==> config.mk <==
export PLATFORM = sky130hd
export DESIGN_NAME = mem_port_arbiter
export DESIGN_NICKNAME = d
export VERILOG_FILES = /design/src/rtl/mem_arb_pkg.sv /design/src/rtl/arb_pick2.sv /design/src/rtl/mem_port_arbiter.sv
export SDC_FILE = /design/constraint.sdc
export NUM_CORES = 1
export LEC_CHECK = 0
export ABC_AREA = 0
export CORE_MARGIN = 10
export CORE_UTILIZATION = 40
export CTS_CLUSTER_DIAMETER = 40
export CTS_CLUSTER_SIZE = 12
export DETAILED_ROUTE_END_ITERATION = 10
export GPL_TIMING_DRIVEN = 0
export PLACE_DENSITY = 0.79
export RECOVER_POWER = 25
export SLEW_MARGIN = 0
export SYNTH_ARGS = -nofsm -noshare
export SYNTH_HDL_FRONTEND = slang
export SYNTH_HIERARCHICAL = 1
export SYNTH_SLANG_ARGS = --single-unit
==> constraint.sdc <==
create_clock -name clk -period 2.1 [get_ports clk]
set_clock_uncertainty 0.15 [all_clocks]
set_input_delay 0.42 -clock clk [delete_from_list [all_inputs] [get_ports clk]]
set_output_delay 0.42 -clock clk [all_outputs]
set_load 0.1 [all_outputs]
==> src/rtl/mem_arb_pkg.sv <==
// -----------------------------------------------------------------------------
// mem_arb_pkg
//   Shared definitions for the main-memory port arbiter:
//     - arb_state_t : access sequencer states (IDLE, ISSUE, WAIT, DONE)
//     - RD / WR     : values of the rw command bit
//     - P0 / P1     : port indices as carried in grant signals
//     - other_port(): the port that is not the given one
// -----------------------------------------------------------------------------
package mem_arb_pkg;

    // One memory access walks IDLE -> ISSUE -> WAIT -> DONE -> IDLE.
    typedef enum logic [1:0] {
        IDLE  = 2'd0,
        ISSUE = 2'd1,
        WAIT  = 2'd2,
        DONE  = 2'd3
    } arb_state_t;

    // rw command encoding, shared by both ports and the memory interface.
    localparam logic RD = 1'b0;
    localparam logic WR = 1'b1;

    // Port indices. A single bit is enough to name either requester.
    localparam logic P0 = 1'b0;
    localparam logic P1 = 1'b1;

    function automatic logic other_port(input logic port);
        return (port == P0) ? P1 : P0;
    endfunction

endpackage : mem_arb_pkg

==> src/rtl/arb_pick2.sv <==
// -----------------------------------------------------------------------------
// arb_pick2
//   Combinational two-way request picker.
//
//   Build option:
//     ARB_ROUND_ROBIN_EN defined   : when both ports request, grant the port
//                                    that did not win last time (i_last_gnt).
//     ARB_ROUND_ROBIN_EN undefined : fixed priority, port 0 wins every contest.
//   A lone requester is always granted.
//
//   Ports:
//     i_req[1:0]  in   request vector, bit n = port n
//     i_last_gnt  in   port granted most recently
//     o_gnt       out  selected port (meaningful only when o_valid)
//     o_valid     out  at least one request present
// -----------------------------------------------------------------------------
module arb_pick2
    import mem_arb_pkg::*;
(
    input  logic [1:0] i_req,
    input  logic       i_last_gnt,
    output logic       o_gnt,
    output logic       o_valid
);

    // NOTE: every output of an always_comb block gets a default on entry, so
    // no path through the case statement can leave it unassigned and infer a latch.
    always_comb begin
        o_valid = |i_req;
        // With no request the grant is a don't-care; echoing the previous
        // winner keeps the output quiet instead of toggling.
        o_gnt   = i_last_gnt;
        case (i_req)
            2'b01:   o_gnt = P0;
            2'b10:   o_gnt = P1;
`ifdef ARB_ROUND_ROBIN_EN
            2'b11:   o_gnt = other_port(i_last_gnt);
`else
            2'b11:   o_gnt = P0;
`endif
            default: o_gnt = i_last_gnt;
        endcase
    end

endmodule : arb_pick2

==> src/rtl/mem_port_arbiter.sv <==
// -----------------------------------------------------------------------------
// mem_port_arbiter
//   Shares the single-ported main memory between two requesters:
//     port 0 : control unit fetch / LW / SW path
//     port 1 : I/O loader / DMA path
//   Each port uses a req/done handshake. The arbiter owns the memory control
//   and address/data lines, runs one access at a time, waits out the fixed
//   memory latency and returns captured read data to the granted port.
//
//   Build option: ARB_ROUND_ROBIN_EN (see arb_pick2) selects round-robin
//   instead of fixed port-0 priority for simultaneous requests.
//
//   Parameters:
//     ADDR_W   memory word-address width
//     DATA_W   data word width
//     MEM_LAT  cycles from address/control presented to read data valid
//              (or write committed); must be >= 1
//
//   Ports:
//     clk, reset            rising-edge clock, synchronous active-high reset
//     pN_req                request, held high with stable command until pN_done
//     pN_rw                 0 = read, 1 = write
//     pN_addr / pN_wdata    word address / write data
//     pN_rdata              read data, valid in the pN_done cycle, held until
//                           the next port-N read completes
//     pN_done               one-cycle completion pulse
//     mem_e / mem_rw        memory enable / direction (mem_rw is 0 unless an
//                           access is being presented)
//     mem_addr / mem_wdata  memory address / write data
//     mem_rdata             memory read data
//
//   Timing: a request sampled in IDLE cycle N completes with pN_done in cycle
//   N + MEM_LAT + 2. Requests are only looked at in IDLE; a losing port stays
//   pending and is served on a later IDLE cycle.
// -----------------------------------------------------------------------------
module mem_port_arbiter
    import mem_arb_pkg::*;
#(
    parameter int ADDR_W  = 10,
    parameter int DATA_W  = 32,
    parameter int MEM_LAT = 2
)(
    input  logic              clk,
    input  logic              reset,

    input  logic              p0_req,
    input  logic              p0_rw,
    input  logic [ADDR_W-1:0] p0_addr,
    input  logic [DATA_W-1:0] p0_wdata,
    output logic [DATA_W-1:0] p0_rdata,
    output logic              p0_done,

    input  logic              p1_req,
    input  logic              p1_rw,
    input  logic [ADDR_W-1:0] p1_addr,
    input  logic [DATA_W-1:0] p1_wdata,
    output logic [DATA_W-1:0] p1_rdata,
    output logic              p1_done,

    output logic              mem_e,
    output logic              mem_rw,
    output logic [ADDR_W-1:0] mem_addr,
    output logic [DATA_W-1:0] mem_wdata,
    input  logic [DATA_W-1:0] mem_rdata
);

    // Counter only ever runs 1..MEM_LAT, so this width never wraps.
    localparam int               CNT_W    = $clog2(MEM_LAT + 1);
    localparam logic [CNT_W-1:0] CNT_ONE  = CNT_W'(1);
    localparam logic [CNT_W-1:0] CNT_LAST = CNT_W'(MEM_LAT);

    // -------------------------------------------------------------------------
    // State and hold registers
    // -------------------------------------------------------------------------
    arb_state_t        r_state;
    arb_state_t        w_state_next;

    logic              r_gnt;        // port owning the access in flight
    logic              r_last_gnt;   // most recent winner, feeds round-robin
    logic              r_rw;
    logic [ADDR_W-1:0] r_addr;
    logic [DATA_W-1:0] r_wdata;
    logic [CNT_W-1:0]  r_cnt;
    logic [DATA_W-1:0] r_p0_rdata;
    logic [DATA_W-1:0] r_p1_rdata;

    logic              w_pick_gnt;
    logic              w_pick_valid;
    logic              w_take;       // IDLE and someone is asking
    logic              w_lat_hit;    // memory data valid this cycle
    logic              w_mem_en;
    logic              w_done;

    logic              w_sel_rw;
    logic [ADDR_W-1:0] w_sel_addr;
    logic [DATA_W-1:0] w_sel_wdata;

    // -------------------------------------------------------------------------
    // Request selection
    // -------------------------------------------------------------------------
    arb_pick2 u_pick (
        .i_req      ({p1_req, p0_req}),
        .i_last_gnt (r_last_gnt),
        .o_gnt      (w_pick_gnt),
        .o_valid    (w_pick_valid)
    );

    assign w_take      = (r_state == IDLE) && w_pick_valid;
    assign w_lat_hit   = (r_cnt == CNT_LAST);

    assign w_sel_rw    = (w_pick_gnt == P1) ? p1_rw    : p0_rw;
    assign w_sel_addr  = (w_pick_gnt == P1) ? p1_addr  : p0_addr;
    assign w_sel_wdata = (w_pick_gnt == P1) ? p1_wdata : p0_wdata;

    // -------------------------------------------------------------------------
    // FSM: state register
    // -------------------------------------------------------------------------
    // NOTE: clocked state uses non-blocking assignments so every register
    // samples the pre-edge values of the others, independent of block order.
    always_ff @(posedge clk) begin
        if (reset) begin
            r_state <= IDLE;
        end else begin
            r_state <= w_state_next;
        end
    end

    // -------------------------------------------------------------------------
    // FSM: next state and Moore outputs
    // -------------------------------------------------------------------------
    always_comb begin
        w_state_next = r_state;
        w_mem_en     = 1'b0;
        w_done       = 1'b0;
        case (r_state)
            IDLE: begin
                if (w_pick_valid) begin
                    w_state_next = ISSUE;
                end
            end
            ISSUE: begin
                w_mem_en     = 1'b1;
                w_state_next = WAIT;
            end
            WAIT: begin
                w_mem_en = 1'b1;
                if (w_lat_hit) begin
                    w_state_next = DONE;
                end
            end
            DONE: begin
                w_done       = 1'b1;
                w_state_next = IDLE;
            end
            default: begin
                w_state_next = IDLE;
            end
        endcase
    end

    // -------------------------------------------------------------------------
    // Datapath: command hold registers, latency counter, read-data capture
    // -------------------------------------------------------------------------
    // Commands are copied into hold registers when sampled so the memory sees a
    // stable request even if a requester misbehaves and changes its command
    // mid-access.
    always_ff @(posedge clk) begin
        if (reset) begin
            r_gnt      <= P0;
            r_last_gnt <= P1;   // port 0 wins the first contest after reset
            r_rw       <= RD;
            r_addr     <= '0;
            r_wdata    <= '0;
            r_cnt      <= '0;
            r_p0_rdata <= '0;
            r_p1_rdata <= '0;
        end else begin
            if (w_take) begin
                r_gnt      <= w_pick_gnt;
                r_last_gnt <= w_pick_gnt;
                r_rw       <= w_sel_rw;
                r_addr     <= w_sel_addr;
                r_wdata    <= w_sel_wdata;
            end

            if (r_state == ISSUE) begin
                r_cnt <= CNT_ONE;
            end else if ((r_state == WAIT) && !w_lat_hit) begin
                r_cnt <= r_cnt + CNT_ONE;
            end

            // Only the granted port's register moves, and only on reads.
            if ((r_state == WAIT) && w_lat_hit && (r_rw == RD)) begin
                if (r_gnt == P0) begin
                    r_p0_rdata <= mem_rdata;
                end else begin
                    r_p1_rdata <= mem_rdata;
                end
            end
        end
    end

    // -------------------------------------------------------------------------
    // Outputs
    // -------------------------------------------------------------------------
    // Outside ISSUE/WAIT every memory line is parked at zero; a zero mem_rw in
    // particular guarantees no stray write.
    assign mem_e     = w_mem_en;
    assign mem_rw    = w_mem_en ? r_rw    : RD;
    assign mem_addr  = w_mem_en ? r_addr  : '0;
    assign mem_wdata = w_mem_en ? r_wdata : '0;

    assign p0_done   = w_done && (r_gnt == P0);
    assign p1_done   = w_done && (r_gnt == P1);
    assign p0_rdata  = r_p0_rdata;
    assign p1_rdata  = r_p1_rdata;

endmodule : mem_port_arbiter

# After elaboration in Yosys (flattened, before gate mapping)
# Index checks and enable logic that the tools add are counted.
# Widths: inputs -> output; s select.
# totals
ff_bits,113
wordCells,52
inputBits,122
out_inout_bits,110
# classes
add_sub_neg,1
n_eq_ne,9
mux,14
bitwise_logic,2
reduce_logical,16
# op_table
cell,n
$mux 32,2
$mux 10,2
$eq 2x2->1 const B,5
$pmux 2 s4,1
$reduce_or 2->1,4
$logic_and 1x1->1,6
$mux 1,6
$reduce_and 2->1,3
$eq 2x1->1 const B,2
$mux 2,2
$ne 2x2->1 const B,2
$add 2x1->2 const B,1
$logic_not 2->1,1
$not 1->1,2
$pmux 1 s2,1
$reduce_bool 2->1,1
$logic_not 1->1,1

# Longest topological paths before layout
# logic_depth
ltp_word,5
mapped_depth,7
depth_no_buf,5

# Cells and area by module
# The synthesis kept the hierarchy.
# modules_own_cells
mod,area_each_um2,n_inst,cells_per_inst,seq_area_each_um2
mem_port_arbiter,4778.3,1,560,2262.2
arb_pick2,16.3,1,2,0.0

# Worst setup path before layout
# OpenSTA, ideal clock, no wires.
# synth_path
path_kind,reg-to-output
startpoint,register r_state[0]
endpoint,output mem_wdata[10]
stages_incl_launch_ff,5
required_time_ns,1.530
path_buffers,1
path_slack_ns,-0.887
arrival_ns,2.417
cell_sequence,dfxtp_1 -> inv_1 -> ha_1 -> clkbuf_1 -> and2_1
# synth_between
elab_chain_cells,4
word_cells_on_any_way,5
classes_between,2 x eq/ne; 2 x mux; 1 x reduce/logical
# synth_rtl
element,line_no,text
start: declaration,mem_port_arbiter.sv:75,arb_state_t r_state;
start signal: assignment,mem_port_arbiter.sv:124,r_state <= w_state_next;
$eq 2x1->1 or $eq 2x2->1 (tied branches),mem_port_arbiter.sv:135,case (r_state)
$reduce_or 2->1 (no line) (*),n/a,
$mux 1 (*),mem_port_arbiter.sv:135,
named net mem_e,mem_port_arbiter.sv:60,"output logic mem_e,"
$mux 32 (*),mem_port_arbiter.sv:211,assign mem_wdata = w_mem_en ? r_wdata : '0;
end: declaration,mem_port_arbiter.sv:63,"output logic [DATA_W-1:0] mem_wdata,"
# The timed path passes the listed nets; every way through them passes the cells marked *.

# Worst setup path in the final report
# layout_path
startpoint,register r_state[1]
endpoint,output mem_wdata[12]
# layout_between
elab_chain_cells,4
word_cells_on_any_way,5
classes_between,2 x eq/ne; 2 x mux; 1 x reduce/logical
# layout_rtl
element,line_no
$eq 2x1->1 or $eq 2x2->1 (tied branches),mem_port_arbiter.sv:135
$reduce_or 2->1 (no line) (*),n/a
$mux 1 (*),mem_port_arbiter.sv:135
$mux 32 (*),mem_port_arbiter.sv:211
# Mark *: on every way between the ends. The rest lies on a longest branch, timed or not.

==> impl_metrics.ini <==
[synth]
yosys-top-cells-area = dfxtp_1 47%, nand2_1 10%, mux2i_1 9.2%
netlist_area_sq_um = 4790
synth_nets = 690
synth_cells = 562
yosys.cell_types.count = 25
yosysTopAreaCell = dfxtp_1
syn_area_per_cell_sq_um = 8.53
synth_top_cell_area_share_pct = 47.2
ys_seq_area_share_pct = 47.2
ys_ff_latch = 113
ys_warn_count = 6

[sta]
fin_ws_ns = -0.144
slew_headroom_pct = 61.4
rsz0062_at_grt = yes
tightest_slew_ns = 0.582
finalCriticalPeriod_ns = 2.24
fmax_mhz = 446
hold_viol_final = 0
maxSlewViolCount = 0
setup_violations = 44
timing.final.crit_share_pct = 107

[die]
core_area_sq_um = 11600
start_util_pct = 41.5
die_height_microns = 129
pin_count = 232
die_w_microns = 129
fp-row-count = 39
die_area_sq_um = 16800

[clocking]
cts.sinks = 113
htreeDepth = 4
cts_buffers = 17
path_clk_slew_ns = 0.05
cts_tree = yes
cts_root_buf = clkbuf_16
insertion_delay_ns = 0.40
cts.path.max_buffers = 2

[hold_path]
hold_path_class = in -> reg

[layout]
layout_common_cells = 132 x nand2_1, 119 x clkdlybuf4s50_1, 111 x dfxtp_1
multi_input_area_sq_um = 2370
stdcell_area_sq_um = 8640
final_common_cell = nand2_1
final_layout_size_suffix_gt1_share_pct = 28.0
nets = 953
register_area_sq_um = 2270
area_growth_pct = 80.3
fillers = 763

[setup_path]
startpoint_type = flip-flop
cp-end-kind = output port
crit_type = reg -> out
critPathRequiredTime_ns = 1.53
r2r_setup_slack_ns = 0.17
cp_max_fo = 5
cp_data_arrival_time_ns = 1.67

[pwr]
leakage_uw = 0.00334
swShare_pct = 41.3
p_switching_uw = 4670
p_comb_share_pct = 52.2
ir_drop_mv = 0.812
powerDensity_nw_per_um2 = 1310
power.share.clock_pct = 23.3
p_seq_share_pct = 24.5
internal_power_uw = 6640

[grt]
grt_max_degree = 17
grt_overflow_total = 0
grt_pass1_wl_microns = 27400
antenna_found_initial = 1
grt.total_usage_pct = 20.7
grt_pass1_vias = 5317

[drt]
viasPerCell = 5.06
drc_errors = 0
dr.pass1.iters = 5
num_vias = 4973
postRouteAntennaNets = 0
drt_iter0_drc = 302
finalWirelength_microns = 17800
wl_per_cell_microns = 18.1

[place]
place_hpwl_microns = 13500
gp_congestion = 0.901
pre_cts_ws_ns = -1.06
io_buffers = 230
placed_area_sq_um = 7360

[flow_run]
maxCapViolations = 0

[status]
violations = negative setup slack
status = finished with violations
## layer usage
metal	routed length [microns]	global-route usage, %
met5	0	0
met4	390	7.80
met3	2130	10.9
met2	8730	35.4
met1	6570	21.1
## sequential cells by signal, indices dropped and copies added, names as in the netlist
name and cells:
r_last_gnt 1, r_state 2, p0_rdata 32, r_rw 1, p1_rdata 32, r_cnt 2, r_addr 10, r_wdata 32
r_gnt 1
## cell usage after synthesis
| library cell | n |
|---|---|
| dfxtp_1 | 113 |
| a21oi_1 | 68 |
| xnor2_1 | 1 |
| nand4b_1 | 1 |
| a2111oi_0 | 1 |
| nand2_1 | 132 |
| buf_2 | 18 |
| and2b_1 | 1 |
| o21ba_2 | 1 |
| nor2b_1 | 2 |
| nor2_1 | 45 |
| o21a_1 | 1 |
| buf_4 | 11 |
| ha_1 | 6 |
| and4bb_2 | 1 |
| mux2i_1 | 44 |
| a211oi_1 | 43 |
| or2_1 | 1 |
| nand2b_1 | 3 |
| inv_1 | 4 |
| nand4bb_1 | 1 |
| and2_1 | 45 |
| clkbuf_1 | 14 |
| and4b_1 | 1 |
| buf_6 | 4 |
## worst max-delay path, cell delays in order, from the launching register on
cell     delay [ns]
dfxtp_4        0.34
inv_2          0.06
ha_4           0.29
buf_8          0.13
buf_8          0.11
and2_4         0.16
buf_12         0.17
## worst paths after layout
kind / end / startpoint / cells past startpoint
max reg2reg: p1_rdata[3]$_SDFFE_PP0P_ / r_state[0]$_SDFFE_PP0P_ / 8
min: r_state[1]$_SDFFE_PP0P_ / reset / 3
min reg2reg: p0_rdata[17]$_SDFFE_PP0P_ / p0_rdata[17]$_SDFFE_PP0P_ / 2
max: mem_wdata[12] / r_state[1]$_SDFFE_PP0P_ / 6
## power groups by stage
stage	Sequential (uW)	Combinational, uW	Clock [uW]
final	2770	5910	2630
after global routing	2810	6160	2770
after CTS	2760	5740	2660
after detailed placement	2770	4570	0
after global placement	2740	4520	0
after floorplan	2790	3350	0
## final cells by class
class                      count  share of cell area [%]
timing repair buffer         244                    34.2
clock inverter                 6                   0.637
clock buffer                  26                    5.66
multi-input combinational    398                    27.4
buffer                        47                    3.60
sequential                   113                    26.3
tap                          143                    2.07
inverter                       4                   0.203
antenna                        1                  0.0290
## metrics by stage
step / util, % / hold WS [ns] / std cells / power [uW] / TNS [ns]
floorplan: - / 0.288 / 562 / 6140 / -3.68
global placement: 63.7 / 0.293 / 935 / 7260 / -39.19
detailed placement: 63.7 / 0.298 / 935 / 7340 / -41.02
CTS: 74.2 / 0.252 / 978 / 11200 / -6.88
global route: 74.7 / 0.324 / 982 / 11700 / -7.81
finish: 74.7 / 0.278 / 982 / 11300 / -4.99
## kinds of logic (layout without fill, tap and decap cells)
group / count (synthesis) / in the layout / synth area share, %
AO/OA/AOI/OAI: 114 / 114 / 14.4
XOR/XNOR: 1 / 1 / 0.183
adder cells (fa/ha/maj): 6 / 6 / 1.57
buffers and inverters: 51 / 327 / 5.95
flip-flops: 113 / 113 / 47.2
multiplexers: 44 / 44 / 9.19
other: 0 / 1 / 0
AND/OR/NAND/NOR: 233 / 233 / 21.6
## what timing repair did
| item | 4_1_cts | 5_1_grt |
|---|---|---|
| buffers inserted | 7 | 3 |
| pin swaps | 6 | 5 |
| hold buffers | 0 | 0 |
| gates cloned | 4 | 0 |
| endpoints found under the setup margin | 110 | 46 |
| resized for setup | 643 | 19 |
| hold endpoints to repair | 0 | 0 |
(Power assumes the default switching activity.)
==> edit, RTL diff (same flow settings) <==
Re-encode `arb_state_t` (4 states) as one-hot, 4 bits wide.
--- a/src/rtl/mem_arb_pkg.sv
+++ b/src/rtl/mem_arb_pkg.sv
@@ -10,9 +10,9 @@
 
     // One memory access walks IDLE -> ISSUE -> WAIT -> DONE -> IDLE.
-    typedef enum logic [1:0] {
-        IDLE  = 2'd0,
-        ISSUE = 2'd1,
-        WAIT  = 2'd2,
-        DONE  = 2'd3
+    typedef enum logic [3:0] {
+        IDLE  = 4'b0001,
+        ISSUE = 4'b0010,
+        WAIT  = 4'b0100,
+        DONE  = 4'b1000
     } arb_state_t;
 
Formal check against the unedited RTL: same outputs for any inputs over 10 cycles, from zero or initial values and one cycle with reset high; not proved beyond that.
==> edit against the original RTL <==
- the flow still finishes with violations (setup timing)
- sequential cell count up 2
- sequential share of layout area fell by 1.6 points
- synthesized area rose by 10%
- largest cell class unchanged
- wire length is 4.3% higher
- worst setup slack worse by 0.075 ns
- critical path depth unchanged
- design area up 8.5%
Power is not compared: it rests on default switching activity, and its combinational part moved more than twofold at a synthesized area within 25%.
==> edit: results (changes against the original RTL) <==
Run status
The flow ran to the end, but the final reports show violations. The final reports fail on setup timing.

Finish
The antenna diode instance count is 0 (-1). The number of fillers in the final layout came to 866 (+13%). The net total in the final layout is 918 (-3.7%). The share of final-layout standard cells stronger than drive strength 1 is 0.2884 (+0.007937).

Hold path
The type of the worst min-delay path is reg -> reg. The worst hold path startpoint is p0_rdata[17]. The worst hold path cell count is 2 (-1). The worst hold path terminates at p0_rdata[17].

Critical path
The cell depth of the worst flop-to-flop path is 7 (-1). Following the worst setup path forward leads to its endpoint at mem_wdata[20]. The minimum setup slack among reg-to-reg paths is -0.13 ns (-0.30 ns). The delay contributed by the slowest stage of the critical path is 0.37 ns (+0.03 ns). The worst register-to-register path ends at p0_rdata[20]. The data arrival time of the worst path is 1.75 ns (+0.08 ns).

The largest individual stage delay along the critical path comes from the cell dfxtp_4. The startpoint identified for the worst register-to-register timing path is r_state[3]. Grouping stages by cell kind, the critical path spends the most delay in buffers and inverters. The maximum fanout encountered on the critical timing path is 10 (+5).

Route
The count of TritonRoute iterations in the first routing pass is 4 (-1). The count of routing violations after the opening detailed-route iteration is 186 (-38%). The number of vias per cell is 5.045 (-0.38%). The average wire length per cell after detail routing was 18.96 um (+4.5%).

Clock network
The clock insertion delay at the later pin of the skew report is 0.41 ns. The clock slew seen by the registers of the worst setup and hold paths is 0.05 ns (about the same). The cell sitting at the root of the clock tree is a clkbuf_16.

The deepest clock path buffer count is 2 (unchanged).

Timing
The worst-case headroom to the max-slew limit is 0.5565 (-0.05710). The count of final setup violators is 116 (+160%). The post-layout worst setup margin is -0.2196 ns (-0.07531 ns).

Logic synthesis
The fraction of the yosys area taken by sequential cells is 0.4356 (-0.03621). Ranked by instance count, the synthesized netlist is headed by 115 x dfxtp_1, 107 x mux2i_1, 97 x nand2b_1. The synthesized net count is 660 (-4.3%).

After synthesis, the cell types taking the most area are dfxtp_1 44%, mux2i_1 20%, nand2b_1 11%, a211oi_1 6.3%, and2_1 5.1%. The count of synthesis-stage warnings from yosys came to 6 (unchanged). The number of distinct library cells after synthesis is 32 (+28%).

Place
The worst setup slack before clock tree synthesis is -1.290 ns (-0.2293 ns). The placed wire-length estimate after detailed placement is 13990 um (+3.7%). The routability-driven placement congestion ratio is 0.8211 (-8.9%).

Power and ir drop
VDD sags by at most 0.5055 mV. The reported clock group power is 3.07 mW. The switching power is 1.721 mW.

GRT
The first-pass GRT wire length came to 29090 um (+6.3%). The total routing resource utilization after global routing was 0.2008 (-0.006142). The via count of the first global-routing pass is 5448 (+2.5%).

The initial antenna violation count is 0 (-1).
[edit: kinds of logic (layout without fill, tap and decap cells)]
family	Yosys count	in the layout	share of synthesized area
and+or+nand+nor	165	165	0.1991
AOI/OAI and AO/OA	98	98	0.1158
muxes	107	107	0.2027
buffers and inverters	50	321	0.04285
DFF	115	115	0.4356
adders and majority gates	1	1	0.002367
xor gates and xnor gates	1	1	0.001657
[edit: timing repair]
item | CTS | global route
gates resized for setup | 668 | 12
pin swaps | 2 | 2
endpoints found under the setup margin | 212 | 122
setup buffers | 9 | 3
gates cloned | 1 | 0
[edit: final cells by class]
cell class | instances | share of cell area
clock inverter | 13 | 0.01947
multi-input combinational | 372 | 0.3103
clock buffer | 19 | 0.04829
tap | 172 | 0.02294
timing repair buffer | 243 | 0.3164
inverter | 2 | 0.0008003
buffer | 44 | 0.03548
sequential | 115 | 0.2464
[edit: through the flow]
stage	power, mW	setup TNS [ns]	instance area [um2]	hold slack [ns]	cells
global route	6.920	-24.06	9380	0.3431	980
finish	6.689	-12.72	9380	0.3182	980
global placement	3.463	-81.54	7888	0.3080	939
detailed placement	3.495	-84.75	7888	0.3138	939
CTS	6.679	-17.23	9335	0.3217	979
floorplan	3.078	-0.9520	5370	0.3162	537
[edit: worst reg2reg max path: stages, from the launching register on]
cell	delay [ns]
dfxtp_1	0.30
buf_6	0.14
or4b_1	0.57
buf_6	0.16
nor4b_4	0.22
buf_4	0.19
bufbuf_16	0.26
mux2i_1	0.17
[edit: routing by layer]
| metal | vias up | global-route usage | wire [um] |
|---|---|---|---|
| met4 | 0 | 0.07596 | 463 |
| met1 | 2357 | 0.2021 | 6868 |
| met3 | 30 | 0.06936 | 1228 |
| met5 | - | 0 | 0 |
| met2 | 158 | 0.3716 | 10030 |
| li1 | 2399 | - | - |
